## config.mk

```make
export PLATFORM = sky130hd
export DESIGN_NAME = cmos_frame_gen
export DESIGN_NICKNAME = d
export VERILOG_FILES = /design/src/rtl/cmos_frame_gen.sv
export SDC_FILE = /design/constraint.sdc
export NUM_CORES = 1
export LEC_CHECK = 0
export BUFFER_PORTS_ARGS = -buffer_cell sky130_fd_sc_hd__buf_4
export CAP_MARGIN = 20
export CORE_MARGIN = 2
export CORE_UTILIZATION = 42
export CTS_CLUSTER_SIZE = 16
export DETAILED_ROUTE_END_ITERATION = 7
export GPL_ROUTABILITY_DRIVEN = 0
export HOLD_SLACK_MARGIN = 0.05
export SLEW_MARGIN = 15
export SYNTH_ARGS = -nofsm -noshare
export SYNTH_HDL_FRONTEND = slang
export SYNTH_SLANG_ARGS = --single-unit
```

## constraint.sdc

```tcl
create_clock -name cam_pclk -period 4.05 [get_ports cam_pclk]
set_clock_uncertainty 0.15 [all_clocks]
set_input_delay 0.405 -clock cam_pclk [delete_from_list [all_inputs] [get_ports cam_pclk]]
set_output_delay 0.405 -clock cam_pclk [all_outputs]
set_load 0.01 [all_outputs]
```

## src/rtl/cmos_frame_gen.sv

```systemverilog
// cmos_frame_gen
//
// Camera-side test frame source. Emits a CMOS-sensor-style stream (vsync
// pulse, one href per line, gapped pixel valid, RGB565 data) at a runtime
// width/height. It stands in for the sensor byte-merge stage ahead of the
// rotation pre-processor.
//
// Ports:
//   cam_pclk         - pixel clock
//   rst_n            - asynchronous active-low reset
//   gen_en           - run frames; only looked at on a frame boundary
//   pattern_sel[1:0] - 0 row/col, 1 colour bars, 2 frame counter, 3 checker
//   t_width[9:0]     - pixels per line, latched at frame start
//   t_high[9:0]      - lines per frame, latched at frame start
//   cmos_frame_vsync - high during the vsync phase
//   cmos_frame_href  - high while a line is active
//   cmos_frame_valid - pixel strobe, only while href is high
//   cmos_frame_data  - RGB565 pixel, held between strobes, 0 outside lines
//   frame_done       - one-cycle pulse after the last VFP cycle
//   frame_cnt[7:0]   - completed frame count, wraps
//
// All outputs are registered copies of values decoded from the current
// state, so every output lags the FSM by exactly one cycle. Durations are
// unaffected; only the absolute position shifts.
module cmos_frame_gen #(
  parameter int VS_LEN     = 16,
  parameter int VBP_LEN    = 32,
  parameter int HBLANK_LEN = 64,
  parameter int VFP_LEN    = 32,
  parameter int PIX_DIV    = 2
) (
  input  logic        cam_pclk,
  input  logic        rst_n,
  input  logic        gen_en,
  input  logic [1:0]  pattern_sel,
  input  logic [9:0]  t_width,
  input  logic [9:0]  t_high,
  output logic        cmos_frame_vsync,
  output logic        cmos_frame_href,
  output logic        cmos_frame_valid,
  output logic [15:0] cmos_frame_data,
  output logic        frame_done,
  output logic [7:0]  frame_cnt
);

  typedef enum logic [2:0] {
    ST_IDLE,
    ST_VSYNC,
    ST_VBP,
    ST_LINE,
    ST_HBLANK,
    ST_VFP
  } state_t;

  localparam logic [15:0] VS_END  = 16'(VS_LEN - 1);
  localparam logic [15:0] VBP_END = 16'(VBP_LEN - 1);
  localparam logic [15:0] HB_END  = 16'(HBLANK_LEN - 1);
  localparam logic [15:0] VFP_END = 16'(VFP_LEN - 1);

  state_t      state, state_nxt;
  logic [15:0] cnt;
  logic [9:0]  width_s, high_s;
  logic [1:0]  pat_s;
  logic [9:0]  row, col, bar_pos;
  logic [2:0]  bar_idx;

  logic        start_ok, last_row, frame_start, pix_valid;
  logic [15:0] line_end;
  logic [9:0]  bar_width;
  logic [15:0] pix_data;
  logic        vsync_d, href_d, valid_d, done_d;
  logic [15:0] data_d;

  // A zero-sized frame would never terminate, so it blocks the start.
  assign start_ok    = gen_en && (t_width != 10'd0) && (t_high != 10'd0);
  assign line_end    = (PIX_DIV == 2) ? ({5'd0, width_s, 1'b0} - 16'd1)
                                      : ({6'd0, width_s} - 16'd1);
  assign last_row    = (row == (high_s - 10'd1));
  assign frame_start = (state_nxt == ST_VSYNC) && (state != ST_VSYNC);
  // With PIX_DIV=2 the strobe lands on even line cycles, so the first
  // pixel coincides with the first href cycle.
  assign pix_valid   = (state == ST_LINE) && ((PIX_DIV == 1) || !cnt[0]);
  assign bar_width   = (width_s[9:3] == 7'd0) ? 10'd1 : {3'd0, width_s[9:3]};

  // State register
  always_ff @(posedge cam_pclk or negedge rst_n) begin
    if (!rst_n) state <= ST_IDLE;
    else        state <= state_nxt;
  end

  // Next-state logic
  always_comb begin
    state_nxt = state;
    case (state)
      ST_IDLE:   if (start_ok) state_nxt = ST_VSYNC;
      ST_VSYNC:  if (cnt == VS_END) state_nxt = ST_VBP;
      ST_VBP:    if (cnt == VBP_END) state_nxt = ST_LINE;
      ST_LINE:   if (cnt == line_end) state_nxt = last_row ? ST_VFP : ST_HBLANK;
      ST_HBLANK: if (cnt == HB_END) state_nxt = ST_LINE;
      ST_VFP:    if (cnt == VFP_END) state_nxt = start_ok ? ST_VSYNC : ST_IDLE;
      default:   state_nxt = ST_IDLE;
    endcase
  end

  // Phase counter, frame configuration shadows, row/column/bar tracking.
  // Bars are tracked incrementally to avoid a divider on the pixel path.
  always_ff @(posedge cam_pclk or negedge rst_n) begin
    if (!rst_n) begin
      cnt     <= 16'd0;
      width_s <= 10'd0;
      high_s  <= 10'd0;
      pat_s   <= 2'd0;
      row     <= 10'd0;
      col     <= 10'd0;
      bar_pos <= 10'd0;
      bar_idx <= 3'd0;
    end else begin
      if ((state_nxt != state) || (state == ST_IDLE)) cnt <= 16'd0;
      else                                           cnt <= cnt + 16'd1;

      if (frame_start) begin
        width_s <= t_width;
        high_s  <= t_high;
        pat_s   <= pattern_sel;
        row     <= 10'd0;
      end else if ((state == ST_LINE) && (state_nxt != ST_LINE)) begin
        row <= row + 10'd1;
      end

      if (state != ST_LINE) begin
        col     <= 10'd0;
        bar_pos <= 10'd0;
        bar_idx <= 3'd0;
      end else if (pix_valid) begin
        col <= col + 10'd1;
        if (bar_pos == (bar_width - 10'd1)) begin
          bar_pos <= 10'd0;
          if (bar_idx != 3'd7) bar_idx <= bar_idx + 3'd1;
        end else begin
          bar_pos <= bar_pos + 10'd1;
        end
      end
    end
  end

  // Pixel value for the current column under the latched pattern
  always_comb begin
    pix_data = 16'h0000;
    case (pat_s)
      2'd0: pix_data = {row[5:0], col};
      2'd1: begin
        case (bar_idx)
          3'd0:    pix_data = 16'hF800;
          3'd1:    pix_data = 16'h07E0;
          3'd2:    pix_data = 16'h001F;
          3'd3:    pix_data = 16'hFFE0;
          3'd4:    pix_data = 16'hF81F;
          3'd5:    pix_data = 16'h07FF;
          3'd6:    pix_data = 16'hFFFF;
          default: pix_data = 16'h0000;
        endcase
      end
      2'd2:    pix_data = {frame_cnt, frame_cnt};
      default: pix_data = (row[3] ^ col[3]) ? 16'hFFFF : 16'h0000;
    endcase
  end

  // Output decode; data holds its last pixel between strobes inside a line
  always_comb begin
    vsync_d = (state == ST_VSYNC);
    href_d  = (state == ST_LINE);
    valid_d = pix_valid;
    done_d  = (state == ST_VFP) && (cnt == VFP_END);
    data_d  = 16'h0000;
    if (state == ST_LINE) data_d = pix_valid ? pix_data : cmos_frame_data;
  end

  // Output registers
  always_ff @(posedge cam_pclk or negedge rst_n) begin
    if (!rst_n) begin
      cmos_frame_vsync <= 1'b0;
      cmos_frame_href  <= 1'b0;
      cmos_frame_valid <= 1'b0;
      cmos_frame_data  <= 16'h0000;
      frame_done       <= 1'b0;
      frame_cnt        <= 8'd0;
    end else begin
      cmos_frame_vsync <= vsync_d;
      cmos_frame_href  <= href_d;
      cmos_frame_valid <= valid_d;
      cmos_frame_data  <= data_d;
      frame_done       <= done_d;
      if (done_d) frame_cnt <= frame_cnt + 8'd1;
    end
  end

endmodule

```

==> run summary, run 1 <==
DETAILED ROUTING
------------------------------------------------------------------------------------------------------
Total number of vias ....................................................................         4699
Remaining number of nets flagged by the antenna check after routing .....................            0
Starting DRT DRC Count ..................................................................          219
Final WL ................................................................................     13650 um
Iteration count of the initial detailed-routing pass ....................................            4
Mean routed wirelength per cell .........................................................     15.92 um
Remaining routing DRC violations ........................................................            0
Via density per instance ................................................................        5.483

YOSYS
------------------------------------------------------------------------------------------------------
Average cell area after synthesis .......................................................    9.405 um2
Post-synth EDFFs ........................................................................            0
Total number of yosys warnings ..........................................................            0
Async SR Flop Fraction ..................................................................       100.0%
Post-synthesis sequential area ratio ....................................................       42.74%
Netlist area before placement ........................................................... 0.005972 mm2
Most used flip-flop cell after synthesis ................................................      dfrtp_1
Number of distinct library cells after synthesis ........................................           53
Synthesized netlist cell count ..........................................................          635
Number of synthesized register bits .....................................................          102
Net count after synthesis ...............................................................          674

PWR
------------------------------------------------------------------------------------------------------
Overall power of the completed layout ...................................................   0.001942 W
Lkg Pwr .................................................................................     3.187 nW
VDD IR max ..............................................................................     221.7 uV
Power per cell area ..................................................................... 285.8 mW/mm2

JOB
------------------------------------------------------------------------------------------------------
Max_cap viols ...........................................................................            0

FINISH
------------------------------------------------------------------------------------------------------
Fraction of final layout cells with drive strength greater than 1 .......................       15.21%
Synth-to-Final Area Change ..............................................................       13.79%
Post-layout instance area ............................................................... 0.006795 mm2
Final standard cell count with taps included and fillers excluded .......................          857
Number of nets in the finished design ...................................................          712
Multi-input gate area ................................................................... 0.003177 mm2
Fill count ..............................................................................         1284
Final antenna diode count ...............................................................            0
Area of all sequential standard cells ................................................... 0.002552 mm2

STA
------------------------------------------------------------------------------------------------------
Share of the clock period used by the worst path after layout ...........................       86.10%
Slew of the pin with the lowest slew margin .............................................    0.7618 ns
Post-layout min period ..................................................................     3.487 ns
F_max ...................................................................................   0.2868 GHz
Relative slew slack .....................................................................       49.21%
TNS Setup ...............................................................................         0 ns
Max Transition Viols Final ..............................................................            0
Total of endpoints with negative setup slack in the final report ........................            0
Count of endpoints failing hold in the final timing report ..............................            0
RSZ-0062 raised after global routing ....................................................           no

CLOCK TREE
------------------------------------------------------------------------------------------------------
CTS buffer count ........................................................................            9
Clock tree from TritonCTS ...............................................................        built
Clock sink total ........................................................................          102
Worst-Skew Late Latency .................................................................      0.36 ns
Number of setup buffers added after CTS .................................................            0
Maximum buffer depth of the clock tree ..................................................            2
Number of H-tree branching levels .......................................................            3
Clock transition at the register clock pins on the worst setup and hold paths after CTS .      0.07 ns
Cell chosen for the clock root ..........................................................    clkbuf_16

GLOBAL ROUTING
------------------------------------------------------------------------------------------------------
Tot GR Track Use ........................................................................       19.12%
Wire length of the first global-routing pass ............................................     22690 um
Largest net degree at the start of global routing .......................................           79
Number of antenna violations at the first check in global routing .......................            0
Remaining global-route overflow .........................................................            0
Number of global-route vias before repair ...............................................         4556

CRITICAL PATH
------------------------------------------------------------------------------------------------------
Nature of the critical path endpoint ....................................................     register
Critical Path AT ........................................................................      3.58 ns
Largest fanout on the critical path .....................................................            9
Type of the setup path with the least slack .............................................   reg -> reg
CP required .............................................................................      4.14 ns
Critical path launch point type .........................................................     register
Launching element of the worst setup path ............................................... width_s[5]$_DFFE_PN0N_
Startpoint of the most critical register-to-register path ............................... width_s[5]$_DFFE_PN0N_

STATUS
------------------------------------------------------------------------------------------------------
Result of the run ....................................................................... finished clean

PLACED DESIGN
------------------------------------------------------------------------------------------------------
Count of input and output buffers .......................................................           52
Half-perimeter wire length after placement ..............................................     10010 um
Dpl cell area ........................................................................... 0.006461 mm2
Cell count after placement ..............................................................          840

FLOORPLAN
------------------------------------------------------------------------------------------------------
Number of top-level pins ................................................................           53
Placement Rows ..........................................................................           43
X dimension of the die ..................................................................     123.2 um
Die span in y ...........................................................................     123.2 um
Area enclosed by the die boundary .......................................................  0.01519 mm2
Initial core utilization ................................................................       43.02%
Core area ...............................................................................  0.01388 mm2

WORST HOLD PATH
------------------------------------------------------------------------------------------------------
Path type of the worst min-delay path ...................................................    in -> reg
Hold_sp .................................................................................    t_high[1]

==> synthesized netlist by cell type, types with 2 or more instances <==
cell      number  area share, %
dfrtp_1      102             43
nor2_1        60            3.8
nand2_1       40            2.5
xnor2_1       38            5.6
a21oi_1       35            2.9
xor2_1        33            4.8
o21ai_0       28            2.3
nand3_1       27            2.3
nor2b_1       23            2.4
clkbuf_1      22            1.4
a21o_1        19            2.4
inv_1         19            1.2
o22ai_1       18            1.9
and3_1        16            1.7
ha_1          14            2.9
nand4_1       14            1.5
nor3_1        13            1.1
nor4_1        12            1.3
or3_1         11            1.2
mux2_4        10            2.5
mux2_2         8            1.5
buf_2          7           0.59
nand2b_1       7           0.73
or4_1          5           0.63
a211oi_1       4           0.50
mux2i_1        4           0.67
nor3b_1        4           0.50
o21a_1         4           0.50
buf_6          3           0.57
nand4b_1       3           0.44
or4_4          3           0.57
a31oi_1        2           0.21
a32o_1         2           0.34
and4_1         2           0.29
nand3b_1       2           0.25
nor4_2         2           0.42
o31ai_1        2           0.25
or2_2          2           0.21
==> logic make-up after synthesis <==
logic type / share of synthesized area, %
AOI/OAI and AO/OA: 12.95
xor gates and xnor gates: 10.41
adders and majority gates: 2.933
buffers and inverters: 4.064
DFF: 42.74
muxes: 4.693
and+or+nand+nor: 22.21
==> state kept, by name, indices dropped and copies added (netlist names), 8 cells and up <==
name / flops
frame_cnt: 8
bar_pos: 10
cmos_frame_data: 16
cnt: 16
high_s: 10
col: 10
width_s: 10
row: 10
==> cell usage in the layout, fill, tap and decap left out, types with 3 or more instances in the layout <==
cell type	Yosys	layout
mux2_4	10	10
inv_1	19	19
nand2b_1	7	7
clkbuf_16	0	9
nor4_1	12	12
nor2_1	60	60
and3_1	16	16
nor3_1	13	13
xnor2_1	38	38
o21ai_0	28	28
mux2_2	8	8
buf_4	0	58
mux2i_1	4	4
ha_1	14	14
or3_1	11	11
a21oi_1	35	35
nor3b_1	4	4
a21o_1	19	19
a211oi_1	4	4
nand2_1	40	40
or4_4	3	3
o21a_1	4	4
or4_1	5	5
xor2_1	33	33
nand3_1	27	27
o22ai_1	18	18
nand4_1	14	14
nor2b_1	23	23
dfrtp_1	102	102
nand4b_1	3	3
==> layout make-up <==
| class | instances | area share, % |
|---|---|---|
| clock buffer | 9 | 3.314 |
| timing repair buffer | 60 | 6.960 |
| inverter | 19 | 1.050 |
| multi-input combinational | 481 | 46.75 |
| sequential | 102 | 37.56 |
| tap | 180 | 3.314 |
| clock inverter | 6 | 1.050 |
==> power breakdown <==
group | switching [W] | internal, W
clock network | 0.000398 | 0.000480
registers | 0 | 0.00102
logic | 0.0000272 | 0.0000197
total | 0.000425 | 0.00152
==> path summary, 6_finish.rpt <==
check	to	slack, ns	cells after the start
worst min-delay path	high_s[1]$_DFFE_PN0N_	0.13	3
max in group asynchronous	width_s[0]$_DFFE_PN0N_	2.45	4
worst min register to register	cmos_frame_data[6]$_DFFE_PN0P_	0.33	1
worst max-delay path	bar_idx[1]$_DFFE_PN0P_	0.56	11
worst max register to register	bar_idx[1]$_DFFE_PN0P_	0.56	11
min in group asynchronous	width_s[5]$_DFFE_PN0N_	0.33	2
==> metrics by stage <==
stage	setup slack (ns)	hold WS, ns	utilization (%)
6_report	0.5631	0.1260	48.95
5_1_grt	0.2919	0.1329	48.95
4_1_cts	0.5698	0.1132	48.68
3_5_place_dp	0.5847	0.3179	46.55
3_3_place_gp	0.6926	0.3105	46.55
2_1_floorplan	0.8662	-0.04059	-
==> routing by layer <==
metal  share of wire (%)  track usage (%)  up-vias
li1                    -                -     2315
met1                  48            25.88     2265
met2                  47            31.11      100
met3                 3.9            2.537       19
met4                 1.7            7.457        0
met5                   0                0        -
==> worst max-delay path: stages (launching register included) <==
cell and delay, ns:
dfrtp_1 0.51, nor4_2 0.53, a21oi_1 0.20, ha_1 0.28
and2_1 0.19, o21a_1 0.19, nor3_1 0.16, a31oi_1 0.07
or4_1 0.54, nor2_1 0.27, mux2i_1 0.23, nor2_1 0.06
==> what timing repair did <==
item | in CTS | in global routing
hold endpoints to repair | 0 | 18
gates resized for setup | 0 | 0
hold buffers | 0 | 1
(Power assumes the default switching activity.)
==> run 2: changes to the inputs <==
==> constraint.sdc (replaced) <==
create_clock -name cam_pclk -period 3.35 [get_ports cam_pclk]
set_clock_uncertainty 0.15 [all_clocks]
set_input_delay 0.335 -clock cam_pclk [delete_from_list [all_inputs] [get_ports cam_pclk]]
set_output_delay 0.335 -clock cam_pclk [all_outputs]
set_load 0.01 [all_outputs]
==> run 2 against run 1 <==
Against the previous run:
- wire length decreased by 2.7%
- cell area rose by 2.1%
- register-to-register slack worse by 0.31 ns
- critical path depth decreased by 1
- die area did not move
- global-route usage fell by 0.46 points
- count of clock-buffer cells in the layout is the same
- via count increased by 0.66%
- first-iteration DRC count is 5.0% higher
- fmax rose by 13%
- largest power group unchanged
==> run summary, run 2 (synthesis results as in run 1) <==
FLOORPLAN
------------------------------------------------------------------------------------------------------
Area enclosed by the die boundary .......................................................  0.01519 mm2   unchanged
Initial core utilization ................................................................       43.02%   unchanged
Number of top-level pins ................................................................           53   unchanged
Die span in y ...........................................................................     123.2 um   unchanged
Core area ...............................................................................  0.01388 mm2   unchanged
Placement Rows ..........................................................................           43   unchanged
X dimension of the die ..................................................................     123.2 um   unchanged

GLOBAL ROUTING
------------------------------------------------------------------------------------------------------
Number of antenna violations at the first check in global routing .......................            0   unchanged
Remaining global-route overflow .........................................................            0   unchanged
Tot GR Track Use ........................................................................       18.66%   was 19.12%
Largest net degree at the start of global routing .......................................           59   was 79
Wire length of the first global-routing pass ............................................     21940 um   was 22690 um
Number of global-route vias before repair ...............................................         4453   was 4556

PLACED DESIGN
------------------------------------------------------------------------------------------------------
Half-perimeter wire length after placement ..............................................      9827 um   was 10010 um
Cell count after placement ..............................................................          849   was 840
Count of input and output buffers .......................................................           52   unchanged

STATUS
------------------------------------------------------------------------------------------------------
Result of the run ....................................................................... finished clean   unchanged

FINISH
------------------------------------------------------------------------------------------------------
Multi-input gate area ................................................................... 0.003201 mm2   was 0.003177 mm2
Commonest non-fill, non-tap cells in the layout ......................................... 102 x dfrtp_1, 66 x buf_4, 59 x nor2_1, 40 x nand2_1, 38 x xnor2_1   was 102 x dfrtp_1, 60 x nor2_1, 58 x buf_4, 40 x nand2_1, 38 x xnor2_1
Number of nets in the finished design ...................................................          726   was 712
Top flop regs ........................................................................... cmos_frame_data (16), cnt (16)   unchanged
Final standard cell count with taps included and fillers excluded .......................          872   was 857
Leading cell type in the layout, fill and taps excluded .................................      dfrtp_1   unchanged
Fill count ..............................................................................         1313   was 1284
Synth-to-Final Area Change ..............................................................       16.20%   was 13.79%
Final antenna diode count ...............................................................            0   unchanged
Fraction of final layout cells with drive strength greater than 1 .......................       16.76%   was 15.21%
Area of all sequential standard cells ................................................... 0.002552 mm2   unchanged

WORST HOLD PATH
------------------------------------------------------------------------------------------------------
End point of the most critical hold path ................................................ high_s[9]$_DFFE_PN0N_   was high_s[1]$_DFFE_PN0N_
Path type of the worst min-delay path ...................................................    in -> reg   unchanged
Hold_sp .................................................................................    t_high[9]   was t_high[1]
Hold path cells .........................................................................            2   was 3

CRITICAL PATH
------------------------------------------------------------------------------------------------------
Nature of the critical path endpoint ....................................................     register   unchanged
R2r setup slk ...........................................................................      0.25 ns   was 0.56 ns
Critical Path AT ........................................................................      3.19 ns   was 3.58 ns
Type of the setup path with the least slack .............................................   reg -> reg   unchanged
Critical path launch point type .........................................................     register   unchanged
Largest fanout on the critical path .....................................................           14   was 9
Launching element of the worst setup path ............................................... high_s[0]$_DFFE_PN0N_   was width_s[5]$_DFFE_PN0N_
Cells on worst reg2reg path .............................................................           10   was 11
Critical R2R Capture .................................................................... width_s[5]$_DFFE_PN0N_   was bar_idx[1]$_DFFE_PN0P_
Startpoint of the most critical register-to-register path ............................... high_s[0]$_DFFE_PN0N_   was width_s[5]$_DFFE_PN0N_
CP required .............................................................................      3.44 ns   was 4.14 ns

DETAILED ROUTING
------------------------------------------------------------------------------------------------------
Mean routed wirelength per cell .........................................................     15.22 um   was 15.92 um
Final WL ................................................................................     13270 um   was 13650 um
Remaining routing DRC violations ........................................................            0   unchanged
Via density per instance ................................................................        5.424   was 5.483
Starting DRT DRC Count ..................................................................          230   was 219
Remaining number of nets flagged by the antenna check after routing .....................            0   unchanged
Total number of vias ....................................................................         4730   was 4699
Iteration count of the initial detailed-routing pass ....................................            4   unchanged

STA
------------------------------------------------------------------------------------------------------
Post-layout min period ..................................................................     3.097 ns   was 3.487 ns
Slew of the pin with the lowest slew margin .............................................    0.7461 ns   was 0.7618 ns
Relative slew slack .....................................................................       50.26%   was 49.21%
F_max ...................................................................................   0.3229 GHz   was 0.2868 GHz
TNS Setup ...............................................................................         0 ns   unchanged
Total of endpoints with negative setup slack in the final report ........................            0   unchanged
Count of endpoints failing hold in the final timing report ..............................            0   unchanged
Share of the clock period used by the worst path after layout ...........................       92.44%   was 86.10%
RSZ-0062 raised after global routing ....................................................           no   unchanged
Hold slack final ........................................................................   0.06637 ns   was 0.1260 ns
Max Transition Viols Final ..............................................................            0   unchanged

PWR
------------------------------------------------------------------------------------------------------
Lkg Pwr .................................................................................     3.261 nW   was 3.187 nW
VDD IR max ..............................................................................     273.8 uV   was 221.7 uV
Power per cell area ..................................................................... 340.8 mW/mm2   was 285.8 mW/mm2

CLOCK TREE
------------------------------------------------------------------------------------------------------
Maximum buffer depth of the clock tree ..................................................            2   unchanged
Clock sink total ........................................................................          102   unchanged
CTS buffer count ........................................................................            9   unchanged
Number of H-tree branching levels .......................................................            3   unchanged
Number of setup buffers added after CTS .................................................            0   unchanged
Clock tree from TritonCTS ...............................................................        built   unchanged
Cell chosen for the clock root ..........................................................    clkbuf_16   unchanged
Worst-Skew Late Latency .................................................................      0.36 ns   about the same
Clock transition at the register clock pins on the worst setup and hold paths after CTS .      0.07 ns   about the same

JOB
------------------------------------------------------------------------------------------------------
Max_cap viols ...........................................................................            0   unchanged

run 2: cell types whose count changed in the layout (fill, tap and decap cells not counted), sizes merged:
cell | previous run | this run
clkinv | 2 | 1
buf | 59 | 67
inv | 20 | 22
dlygate4sd3 | 1 | 7
run 2: report_power, final:
| part | switching [W] | leakage, nW | internal, W |
|---|---|---|---|
| clock | 0.000486 | 0.144 | 0.000588 |
| combinational | 0.0000337 | 1.84 | 0.0000267 |
| sequential | 0 | 1.28 | 0.00123 |
run 2: how the worst max path moves through the flow:
stage | endpoint | slack [ns]
after CTS | row[7]$_DFFE_PN0P_ | 0.17
after floorplan | bar_idx[1]$_DFFE_PN0P_ | 0.17
after global routing | bar_idx[2]$_DFFE_PN0P_ | 0.02
final | width_s[5]$_DFFE_PN0N_ | 0.25
after detailed placement | row[7]$_DFFE_PN0P_ | 0.005
after global placement | row[7]$_DFFE_PN0P_ | 0.14
run 2: routing by layer:
layer / wire [um] / track usage [%] / vias up
li1: - / - / 2364
met5: 0 / 0 / -
met3: 450 / 4.474 / 11
met2: 6043 / 29.40 / 76
met1: 6638 / 25.99 / 2279
met4: 141 / 4.545 / 0
run 2: final cells by class:
cell class,count,area share [%]
Timing Repair Buffer,74,8.439
Clock buffer,9,3.246
Sequential cell,102,36.78
Inverter,19,1.028
Tap cell,180,3.246
Clock inverter,7,1.136
Multi-Input combinational cell,481,46.12
run 2: per-stage QoR:
stage | instance area, um2 | total power, W | util [%] | setup WS [ns]
after floorplan | 5972 | 0.001257 | - | 0.1662
after global placement | 6541 | 0.001310 | 47.12 | 0.1419
after detailed placement | 6541 | 0.001311 | 47.12 | 0.005180
after CTS | 6920 | 0.002410 | 49.86 | 0.1697
after global routing | 6939 | 0.002459 | 49.99 | 0.02420
final | 6939 | 0.002365 | 49.99 | 0.2533
run 2: repair_timing:
item | 4_1_cts | 5_1_grt
gates resized for setup | 1 | 4
endpoints found under the setup margin | 1 | 8
endpoints found under the hold margin | 63 | 0
pin swaps | 0 | 0
hold buffers | 7 | 0
run 2: critical path, cell delays in order, from the launching register on:
cell	delay (ns)
dfrtp_1	0.44
inv_1	0.10
ha_1	0.16
or3b_2	0.50
a21oi_2	0.15
nor3_1	0.05
or4_1	0.49
and4_1	0.20
o21a_1	0.20
buf_4	0.21
mux2_4	0.31
